===== src/rtl/omsp_wdt_pkg.sv =====
// omsp_wdt_pkg
// Shared definitions for the openMSP430 watchdog:
//   - WDTCTL bit positions
//   - write password and read-back signature
//   - the mask applied to stored control bits
//   - mapping from WDTIS to the counter tap width
package omsp_wdt_pkg;

  localparam int WDTHOLD_B  = 7;
  localparam int WDTTMSEL_B = 4;
  localparam int WDTCNTCL_B = 3;
  localparam int WDTSSEL_B  = 2;

  localparam logic [7:0] WDT_PW      = 8'h5A;
  localparam logic [7:0] WDT_RD_PW   = 8'h69;
  // Bits 6:5 are unimplemented; bit 3 (counter clear) is an action, never stored.
  localparam logic [7:0] WDT_WR_MASK = 8'h97;

  // Number of low counter bits that must be all ones for an expiry.
  function automatic logic [3:0] wdt_tap_width(input logic [1:0] wdtis);
    logic [3:0] k;
    case (wdtis)
      2'b00:   k = 4'd15;
      2'b01:   k = 4'd13;
      2'b10:   k = 4'd9;
      default: k = 4'd6;
    endcase
    return k;
  endfunction

endpackage


===== src/rtl/omsp_wdt_counter.sv =====
// omsp_wdt_counter
// 16-bit watchdog count with a selectable expiry tap.
// Ports:
//   mclk    in   system clock
//   puc_n   in   synchronous active-low reset
//   tick    in   selected clock-source enable
//   hold    in   freeze the count (WDTHOLD)
//   clr     in   clear the count; wins over increment and masks expiry
//   k       in   tap width, 6..15
//   expire  out  this tick wraps the low k bits
module omsp_wdt_counter
  import omsp_wdt_pkg::*;
(
  input  logic       mclk,
  input  logic       puc_n,
  input  logic       tick,
  input  logic       hold,
  input  logic       clr,
  input  logic [3:0] k,
  output logic       expire
);

  logic [15:0] wdtcnt;
  logic [15:0] tap_mask;
  logic        inc;

  assign inc      = tick & ~hold;
  assign tap_mask = ~(16'hFFFF << k);
  assign expire   = inc & ~clr & ((wdtcnt & tap_mask) == tap_mask);

  always_ff @(posedge mclk) begin
    if (!puc_n) begin
      wdtcnt <= 16'h0000;
    end else if (clr) begin
      wdtcnt <= 16'h0000;
    end else if (inc) begin
      wdtcnt <= wdtcnt + 16'd1;
    end
  end

endmodule


===== src/rtl/omsp_watchdog.sv =====
// omsp_watchdog
// openMSP430 watchdog timer with password-protected WDTCTL register.
// Optional build macro: WDT_PASSWORD_CHECK_EN (bad password or byte write
// to WDTCTL triggers wdt_reset instead of being silently dropped).
// Ports:
//   mclk, puc_n        clock, synchronous active-low reset
//   aclk_en, smclk_en  clock-source tick enables
//   per_addr/din/en/wen peripheral bus (word address, data, enable, byte enables)
//   wdtie              interval interrupt enable
//   wdt_irq_acc        interrupt acknowledge
//   per_dout           read data, zero when not addressed
//   wdt_reset          one-cycle reset request
//   wdt_irq            interval interrupt request
//   wdttmsel           1 = interval mode, 0 = watchdog mode
module omsp_watchdog
  import omsp_wdt_pkg::*;
#(
  parameter logic [8:0] WDTCTL = 9'h120
) (
  input  logic        mclk,
  input  logic        puc_n,
  input  logic        aclk_en,
  input  logic        smclk_en,
  input  logic [7:0]  per_addr,
  input  logic [15:0] per_din,
  input  logic        per_en,
  input  logic [1:0]  per_wen,
  input  logic        wdtie,
  input  logic        wdt_irq_acc,
  output logic [15:0] per_dout,
  output logic        wdt_reset,
  output logic        wdt_irq,
  output logic        wdttmsel
);

  logic [7:0] wdtctl;
  logic       reg_sel;
  logic       wr_word;
  logic       rd;
  logic       wr_valid;
  logic       violation;
  logic       tick;
  logic       clr;
  logic       expire;
  logic       wdtifg;

  assign reg_sel = per_en & (per_addr == WDTCTL[8:1]);
  assign wr_word = reg_sel & (per_wen == 2'b11);
  assign rd      = reg_sel & (per_wen == 2'b00);

`ifdef WDT_PASSWORD_CHECK_EN
  logic pw_ok;
  assign pw_ok     = (per_din[15:8] == WDT_PW);
  assign wr_valid  = wr_word & pw_ok;
  assign violation = (wr_word & ~pw_ok) |
                     (reg_sel & ((per_wen == 2'b01) | (per_wen == 2'b10)));
`else
  logic unused_pw;
  assign unused_pw = &{1'b0, per_din[15:8]};
  assign wr_valid  = wr_word;
  assign violation = 1'b0;
`endif

  always_ff @(posedge mclk) begin
    if (!puc_n) begin
      wdtctl <= 8'h00;
    end else if (wr_valid) begin
      wdtctl <= per_din[7:0] & WDT_WR_MASK;
    end
  end

  assign wdttmsel = wdtctl[WDTTMSEL_B];
  assign tick     = wdtctl[WDTSSEL_B] ? aclk_en : smclk_en;
  assign clr      = wr_valid & per_din[WDTCNTCL_B];

  omsp_wdt_counter u_counter (
    .mclk   (mclk),
    .puc_n  (puc_n),
    .tick   (tick),
    .hold   (wdtctl[WDTHOLD_B]),
    .clr    (clr),
    .k      (wdt_tap_width(wdtctl[1:0])),
    .expire (expire)
  );

  always_ff @(posedge mclk) begin
    if (!puc_n) begin
      wdt_reset <= 1'b0;
    end else begin
      wdt_reset <= (expire & ~wdttmsel) | violation;
    end
  end

  // A set in the same cycle as an acknowledge must not be lost.
  always_ff @(posedge mclk) begin
    if (!puc_n) begin
      wdtifg <= 1'b0;
    end else if (expire & wdttmsel) begin
      wdtifg <= 1'b1;
    end else if (wdt_irq_acc) begin
      wdtifg <= 1'b0;
    end
  end

  assign wdt_irq  = wdtifg & wdtie & wdttmsel;
  assign per_dout = rd ? {WDT_RD_PW, wdtctl[7:4], 1'b0, wdtctl[2:0]} : 16'h0000;

endmodule


===== config.mk =====
export PLATFORM = sky130hd
export DESIGN_NAME = omsp_watchdog
export DESIGN_NICKNAME = d
export VERILOG_FILES = /design/src/rtl/omsp_wdt_pkg.sv /design/src/rtl/omsp_wdt_counter.sv /design/src/rtl/omsp_watchdog.sv
export SDC_FILE = /design/constraint.sdc
export NUM_CORES = 1
export LEC_CHECK = 0
export ABC_AREA = 0
export CORE_ASPECT_RATIO = 1.1
export CORE_MARGIN = 8
export CORE_UTILIZATION = 42
export CTS_CLUSTER_DIAMETER = 150
export DETAILED_ROUTE_END_ITERATION = 10
export PLACE_DENSITY = 0.79
export SLEW_MARGIN = 10
export SYNTH_ARGS = -nofsm -noshare
export SYNTH_HDL_FRONTEND = slang
export SYNTH_SLANG_ARGS = --single-unit

===== constraint.sdc =====
create_clock -name mclk -period 2.2 [get_ports mclk]
set_clock_uncertainty 0.1 [all_clocks]
set_input_delay 0.22 -clock mclk [delete_from_list [all_inputs] [get_ports mclk]]
set_output_delay 0.22 -clock mclk [all_outputs]
set_load 0.02 [all_outputs]

==> Yosys cells after proc, flatten, opt, wreduce, memory -nomap -nowiden <==
Index checks and enable logic that the tools add are counted.
{ "totals": {"out_inout_bits": 19, "reg_bits": 23, "elab_cells": 37} }
{ "classes": {"addsub": 1, "n_shift": 1, "n_reduce_logical": 4, "mux": 5, "bitwise_logic": 17, "n_eq_ne": 5} }
{ "op_table": {"columns": ["operator", "count"], "rows": [
  ["adder 16 x 1 -> 16 bit (second input constant)", 1],
  ["bitwise AND 16 bit", 1],
  ["== test 16 bit", 1],
  ["inverter 16 bit", 1],
  ["left shift 16 x 4 -> 16 bit (first input constant)", 1],
  ["two-way mux 15 bit", 1],
  ["one-hot mux 4 bit (3 select lines)", 1],
  ["bitwise AND 1 bit", 11],
  ["== test 8 bit (second input constant)", 1],
  ["== test 2 bit (second input constant)", 2],
  ["logical NOT 2 bit", 2],
  ["inverter 1 bit", 4],
  ["two-way mux 1 bit", 3],
  ["== test 2 x 1 -> 1 bit (second input constant)", 1],
  ["nonzero test 2 bit", 1],
  ["OR reduction 2 bit", 1]
]} }

==> Longest topological paths before layout <==
Gate-level depths: netlist of run 1.
{ "depth": {"ltp_word": 9, "mapped_depth": 5, "ltp_nobuf": 5} }

==> Hierarchy <==
From an unflattened synthesis of run 1, not the netlist that was laid out.
{ "hier_totals": {"hier_cells": 164, "area_unflattened_um2": 1402.6} }
{ "by_module_without_submodules": {"columns": ["mod", "cells_per_inst", "area_each_um2", "n_inst", "seq_area_each_um2"], "rows": [
  ["omsp_wdt_counter", 103, 872.1, 1, 300.3],
  ["omsp_watchdog", 61, 530.5, 1, 140.1]
]} }

==> Least setup slack after synthesis of run 1 <==
OpenSTA, ideal clock, no wires.
{ "synth_timing": {"path_kind": "input port to output port", "startpoint": "input port per_addr[2]", "endpoint": "output port per_dout[0]", "path_stages": 4, "n_path_buf": 0, "t_arrival_ns": 1.656, "slack_ns": 0.224, "path_cell_list": "or4b_4 > or2_4 > nor4_4 > and2_1"} }
{ "synth_between": {"elab_chain_cells": 4} }
{ "synth_rtl": {"columns": ["element", "line_no", "rtl"], "rows": [
  ["start: declaration", "omsp_watchdog.sv:24", "input logic [7:0] per_addr,"],
  ["== test 8 bit", "omsp_watchdog.sv:47", "assign reg_sel = per_en & (per_addr == WDTCTL[8:1]);"],
  ["bitwise AND 1 bit", "omsp_watchdog.sv:47", null],
  ["bitwise AND 1 bit", "omsp_watchdog.sv:49", "assign rd = reg_sel & (per_wen == 2'b00);"],
  ["net rd", "omsp_watchdog.sv:39", "logic rd;"],
  ["two-way mux 15 bit", "omsp_watchdog.sv:106", "assign per_dout = rd ? {WDT_RD_PW, wdtctl[7:4], 1'b0, wdtctl[2:0]} : 16'h0000;"],
  ["end: declaration", "omsp_watchdog.sv:30", "output logic [15:0] per_dout,"]
]} }
The timed path passes the listed nets, and every way through them passes these cells.

==> Final worst setup path of run 1 <==
{ "layout_timing": {"startpoint": "input port per_addr[5]", "endpoint": "output port per_dout[4]"} }
{ "layout_between": {"elab_chain_cells": 4} }
{ "layout_rtl": {"columns": ["element", "line_no"], "rows": [
  ["== test 8 bit", "omsp_watchdog.sv:47"],
  ["bitwise AND 1 bit", "omsp_watchdog.sv:47"],
  ["bitwise AND 1 bit", "omsp_watchdog.sv:49"],
  ["two-way mux 15 bit", "omsp_watchdog.sv:106"]
]} }
No other way between the ends.

==> flow_summary.json, run 1 <==
{
  "wl_per_cell_um": 14.7,
  "hold_violations": 0,
  "worstSkewPairLatency_ps": 310,
  "pwr-share-seq_pct": 59.0,
  "ff_latch_area_um2": 440,
  "ys.flop_type": "dfxtp_1",
  "async_flop_share_pct": 0,
  "die_x_um": 68.0,
  "antenna_found_initial": 0,
  "rows": 20,
  "die_h_um": 73.2,
  "hp-class": "register to register",
  "dpl_worst_slack_ps": -684,
  "htree_levels": 1,
  "holdWs_ps": 408,
  "fin_ws_ps": 46.8,
  "peakVddDrop_uv": 229,
  "r2r_start": "u_counter.wdtcnt[1]",
  "area_growth_pct": 33.3,
  "routed_wl_mm": 3.16,
  "tritoncts": "yes",
  "multi_input_area_um2": 733,
  "cp_data_required_time_ps": 1880,
  "initial_utilization_pct": 44.6,
  "power_switching_w": 0.000170,
  "start_kind": "input port",
  "rr_worst_depth": 5,
  "fmax_mhz": 464,
  "synth_warnings": 0,
  "ys_seq_elements": 22,
  "cp_max_fo": 5,
  "hp-start": "wdtifg",
  "grt_first_pass_wirelength_mm": 5.42,
  "hold_end": "wdtifg",
  "post-route-drc-count": 0,
  "finalSetupViolCount": 0,
  "io_pins": 52,
  "io_buffers": 34,
  "p_leak_nw": 0.570,
  "grt_setup_unrepaired": "no",
  "min_period_ps": 2150,
  "combPwrFrac_pct": 14.0,
  "die-area_um2": 4980,
  "place_area_um2": 1640,
  "reg2reg_to": "u_counter.wdtcnt[12]",
  "final_nets": 219,
  "ff2ff_setup_slack_ps": 250,
  "cts_buffer_depth": 2,
  "synth_cell_types": 35,
  "hpwl_mm": 2.59,
  "slowest_stage": "or4b_4",
  "clock_sinks": 22,
  "track_usage_pct": 14.0,
  "cts-root-buf": "clkbuf_4",
  "nFillCells": 268,
  "via_count": 1169,
  "crit_type": "input port to output port",
  "place_congestion": 0.850,
  "synth.avg_cell_area_um2": 8.87,
  "post-route-util_pct": 59.5,
  "crit_path_end_kind": "output port",
  "drive_gt1_share_pct": 20.9,
  "post_drt_via_cell_ratio": 5.44,
  "ant_nets": 0,
  "status": "complete, no violations",
  "crit_chain": "clkdlybuf4s15_1, or4b_4, or2_4, nor4_4, buf_4, and2_4, buf_6",
  "post-cts-setup-buffer-count": 0,
  "ys_seq_area_share_pct": 35.2,
  "p_clk_share_pct": 27.0,
  "hold-path-cell-count": 2,
  "max_stage_delay_ps": 530,
  "syn_inst": 141,
  "stdcell_area_um2": 1670,
  "p_int_w": 0.000518,
  "synth_area_um2": 1250,
  "cap_violations": 0,
  "cp.arrival_ps": 1830,
  "power_w": 0.000688,
  "clk_pin_slew_ps": 130,
  "drt_pass1_iterations": 4,
  "grt_overflow": 0,
  "core_area_um2": 2800,
  "finalCritPeriodShare_pct": 97.9,
  "grt_max_degree": 12,
  "num_antenna_cells": 0,
  "grt_pass1_vias": 1188,
  "cts_made_buffers": 3,
  "p_sw_share_pct": 24.7,
  "power.density_nw_per_um2": 413,
  "maxSlewViolCount": 0,
  "drtIter0Drc": 31,
  "synth_edf_count": 0
}
## worst max-delay path: cells and delay by family
family	cells	cell delay (ps)
buffers and inverters	3	460
AND/OR/NAND/NOR	4	1170
## layer usage
layer | global-route usage [%] | wire length [um] | up-vias
li1 | - | - | 570
met2 | 24.4 | 1730 | 34
met3 | 3.07 | 140 | 7
met5 | 0 | 0 | -
met1 | 15.4 | 1220 | 558
met4 | 6.38 | 64 | 0
## power by group through the flow
stage / Combinational [W] / Clock [W] / Sequential [W]
4_1_cts: 0.0000951 / 0.000194 / 0.000406
2_1_floorplan: 0.0000481 / 0 / 0.000416
6_report: 0.0000960 / 0.000186 / 0.000406
3_5_place_dp: 0.0000971 / 0 / 0.000415
5_1_grt: 0.000103 / 0.000208 / 0.000407
3_3_place_gp: 0.0000949 / 0 / 0.000414
## per-stage QoR
| step | TNS (ps) | std cells |
|---|---|---|
| after floorplan | 0 | 147 |
| after global placement | -6260 | 211 |
| after detailed placement | -7000 | 211 |
| after CTS | 0 | 215 |
| after global routing | 0 | 215 |
| final | 0 | 215 |
## synth_stat cells, types with 2 or more instances
cell,n,share of area (%)
ha_1,2,2.0
nand3_1,7,2.8
dfxtp_1,22,35
or3_1,3,1.5
mux2i_1,6,4.8
nor3_1,3,1.2
nand2_1,7,2.1
a21oi_1,8,3.2
o21ai_0,7,2.8
clkbuf_1,2,0.60
xnor2_1,9,6.3
nor2b_1,5,2.5
nor4_4,2,3.4
nand4_1,6,3.0
nor4_1,6,3.0
nor2_1,11,3.3
inv_1,3,0.90
buf_4,11,6.6
and2_1,5,2.5
## cells in the final DEF, fill, tap and decap left out, types with 6 or more instances in the layout
master           count
a21oi_1              8
buf_4               11
clkdlybuf4s50_1     21
conb_1               7
dfxtp_1             22
mux2i_1              6
nand2_1              7
nand3_1              7
nand4_1              6
nor2_1              11
nor4_1               6
o21ai_0              7
xnor2_1              9
## cell type report
type,count,share of cell area [%]
well taps,33,2.48
inverters,3,0.675
multi-input cells,108,44.0
repair buffers,46,25.1
flip-flops and latches,22,26.4
clock buffers,3,1.35
## sequential cells by signal, summed over array words and instances, names as in the netlist
| name | count |
|---|---|
| u_counter.wdtcnt | 15 |
| wdtctl | 5 |
| wdt_reset | 1 |
| wdtifg | 1 |
## logic make-up after synthesis
| family | count (synthesis) | synth area share [%] |
|---|---|---|
| AO/OA/AOI/OAI | 17 | 8.30 |
| XOR/XNOR | 9 | 6.30 |
| adder cells (fa/ha/maj) | 2 | 2.00 |
| buffers and inverters | 17 | 9.00 |
| flip-flops | 22 | 35.2 |
| multiplexers | 6 | 4.80 |
| other | 1 | 0.300 |
| AND/OR/NAND/NOR | 67 | 34.1 |
## worst max path at each step
stage | startpoint | end | slack [ps]
finish | per_addr[5] | per_dout[4] | 50
global placement | per_addr[2] | per_dout[7] | -630
CTS | per_addr[6] | per_dout[1] | 30
detailed placement | per_addr[2] | per_dout[1] | -680
floorplan | per_addr[2] | per_dout[0] | 220
global route | per_addr[5] | per_dout[0] | 1
## timing repair
action,in CTS,in global routing
setup endpoints to repair,9,6
cloned,1,0
hold buffers,0,0
resized for setup,55,3
pin swaps,3,3
Note: power is estimated with default switching activity, not from simulation.
==> inputs of run 2 (changes only) <==
CORE_MARGIN = default   (was 8)
clock period = 2.25 ns   (was 2.2 ns; I/O delays follow)
==> run 2 against run 1 <==
- sequential share of layout area decreased by 0.41 points
- register-to-register slack improved by 60 ps
- via count decreased by 0.68%
- largest power group unchanged
==> flow_summary.json, run 2 (same netlist as run 1, synthesis figures left out) <==
{
  "max_stage_delay_ps": 530,
  "die-area_um2": 3200,
  "finalSetupViolCount": 0,
  "htree_levels": 1,
  "drive_gt1_share_pct": 21.6,
  "worstSkewPairLatency_ps": 330,
  "initial_utilization_pct": 44.6,
  "largest_reg_flops": 15,
  "multi_input_area_um2": 731,
  "io_buffers": 34,
  "status": "complete, no violations",
  "post-route-drc-count": 0,
  "p_leak_nw": 0.587,
  "start_kind": "input port",
  "hp-class": "input port to register",
  "rows": 20,
  "die_x_um": 54.0,
  "crit_type": "input port to output port",
  "cts-root-buf": "clkbuf_4",
  "num_antenna_cells": 0,
  "wl_per_cell_um": 13.6,
  "grt_setup_unrepaired": "no",
  "final_common_cell": "dfxtp_1",
  "fin_ws_ps": 71.5,
  "via_count": 1161,
  "reg_top3": "u_counter.wdtcnt: 15 flops, wdtctl: 5 flops",
  "dp_cells": 211,
  "cpMostUsedCell": "buf_4",
  "cp_max_fo": 4,
  "io_pins": 52,
  "area_growth_pct": 35.4,
  "antenna_found_initial": 0,
  "hold_violations": 0,
  "top_register": "u_counter.wdtcnt",
  "cap_violations": 0,
  "drtIter0Drc": 29,
  "drt_pass1_iterations": 4,
  "cp.arrival_ps": 1850,
  "cts_made_buffers": 3,
  "stdcell_area_um2": 1690,
  "timing.critical_path.buf_inv": 4,
  "ff_latch_area_um2": 440,
  "post-route-util_pct": 60.4,
  "core_area_um2": 2800,
  "ant_nets": 0,
  "clk_pin_slew_ps": 120,
  "track_usage_pct": 20.7,
  "hpwl_mm": 2.32,
  "place_congestion": 0.822,
  "maxSlewViolCount": 0,
  "cp_data_required_time_ps": 1920,
  "cts_buffer_depth": 2,
  "grt_max_degree": 13,
  "min_period_ps": 2180,
  "dpl_worst_slack_ps": -658,
  "crit_path_end_kind": "output port",
  "mostFrequentLayoutCells": "dfxtp_1, clkdlybuf4s50_1, buf_4, nor2_1, xnor2_1",
  "clock_sinks": 22,
  "crit_chain": "clkdlybuf4s15_1, or4b_4, or2_4, nor4_4, buf_4, buf_4, buf_4",
  "place_area_um2": 1640,
  "fmax_mhz": 459,
  "die_h_um": 59.2,
  "final_nets": 221,
  "routed_wl_mm": 2.96,
  "fin_tns_setup_ps": 0,
  "cpLargestDelayFamily": "simple AND/OR/NAND/NOR gates",
  "grt_pass1_vias": 1163,
  "finalCritPeriodShare_pct": 96.8,
  "slowest_stage": "or4b_4",
  "tritoncts": "yes",
  "post_drt_via_cell_ratio": 5.33,
  "grt_first_pass_wirelength_mm": 4.84,
  "peakVddDrop_uv": 318,
  "power.density_nw_per_um2": 424,
  "finalNonFillerCells": 218,
  "nFillCells": 244,
  "grt_overflow": 0
}
==> run 2: cell count changes in the layout (fill, tap and decap cells not counted), sizes merged <==
cell | before | now
buf | 20 | 23
clkbuf | 3 | 4
clkdlybuf4s15 | 4 | 3
==> run 2: final timing paths <==
path,startpoint,to,slack [ps],cells after the start
min,per_din[4],wdtctl[4],400,3
max,per_addr[2],per_dout[11],70,7
max reg2reg,u_counter.wdtcnt[2],u_counter.wdtcnt[12],310,4
min reg2reg,u_counter.wdtcnt[12],u_counter.wdtcnt[12],410,2
==> run 2: through the flow <==
step / hold WS (ps) / power (W)
after detailed placement: 389 / 0.000499
after global routing: 410 / 0.000748
after global placement: 370 / 0.000497
final: 405 / 0.000718
after floorplan: 253 / 0.000454
after CTS: 406 / 0.000721
==> run 2: area by class of cell <==
cell class	count	area share, %
inverter	3	0.665
tap	33	2.44
sequential	22	26.0
multi-input combinational	108	43.1
timing repair buffer	48	25.6
clock buffer	4	2.14
==> run 2: worst min-delay path, stage by stage <==
cell	delay, ps
clkdlybuf4s50_1	400
mux2i_1	120
nor2b_1	50
==> run 2: report_power, final <==
part           switching [W]  internal (W)  leakage (nW)
Combinational      0.0000421     0.0000505         0.389
Sequential        0.00000370      0.000393         0.178
Clock               0.000129     0.0000993        0.0210
==> run 2: timing repair <==
action,in CTS,in global routing
hold buffers,0,0
setup endpoints to repair,9,3
gates resized for setup,56,3
buffers inserted,3,0
pin swaps,3,3
==> run 2: layer usage <==
metal / track usage [%] / vias to the layer above / part of all wire [%]
li1: - / 580 / -
met4: 8.42 / 0 / 1.6
met2: 38.4 / 25 / 53
met5: 0 / - / 0
met3: 3.08 / 4 / 3.3
met1: 22.7 / 552 / 42
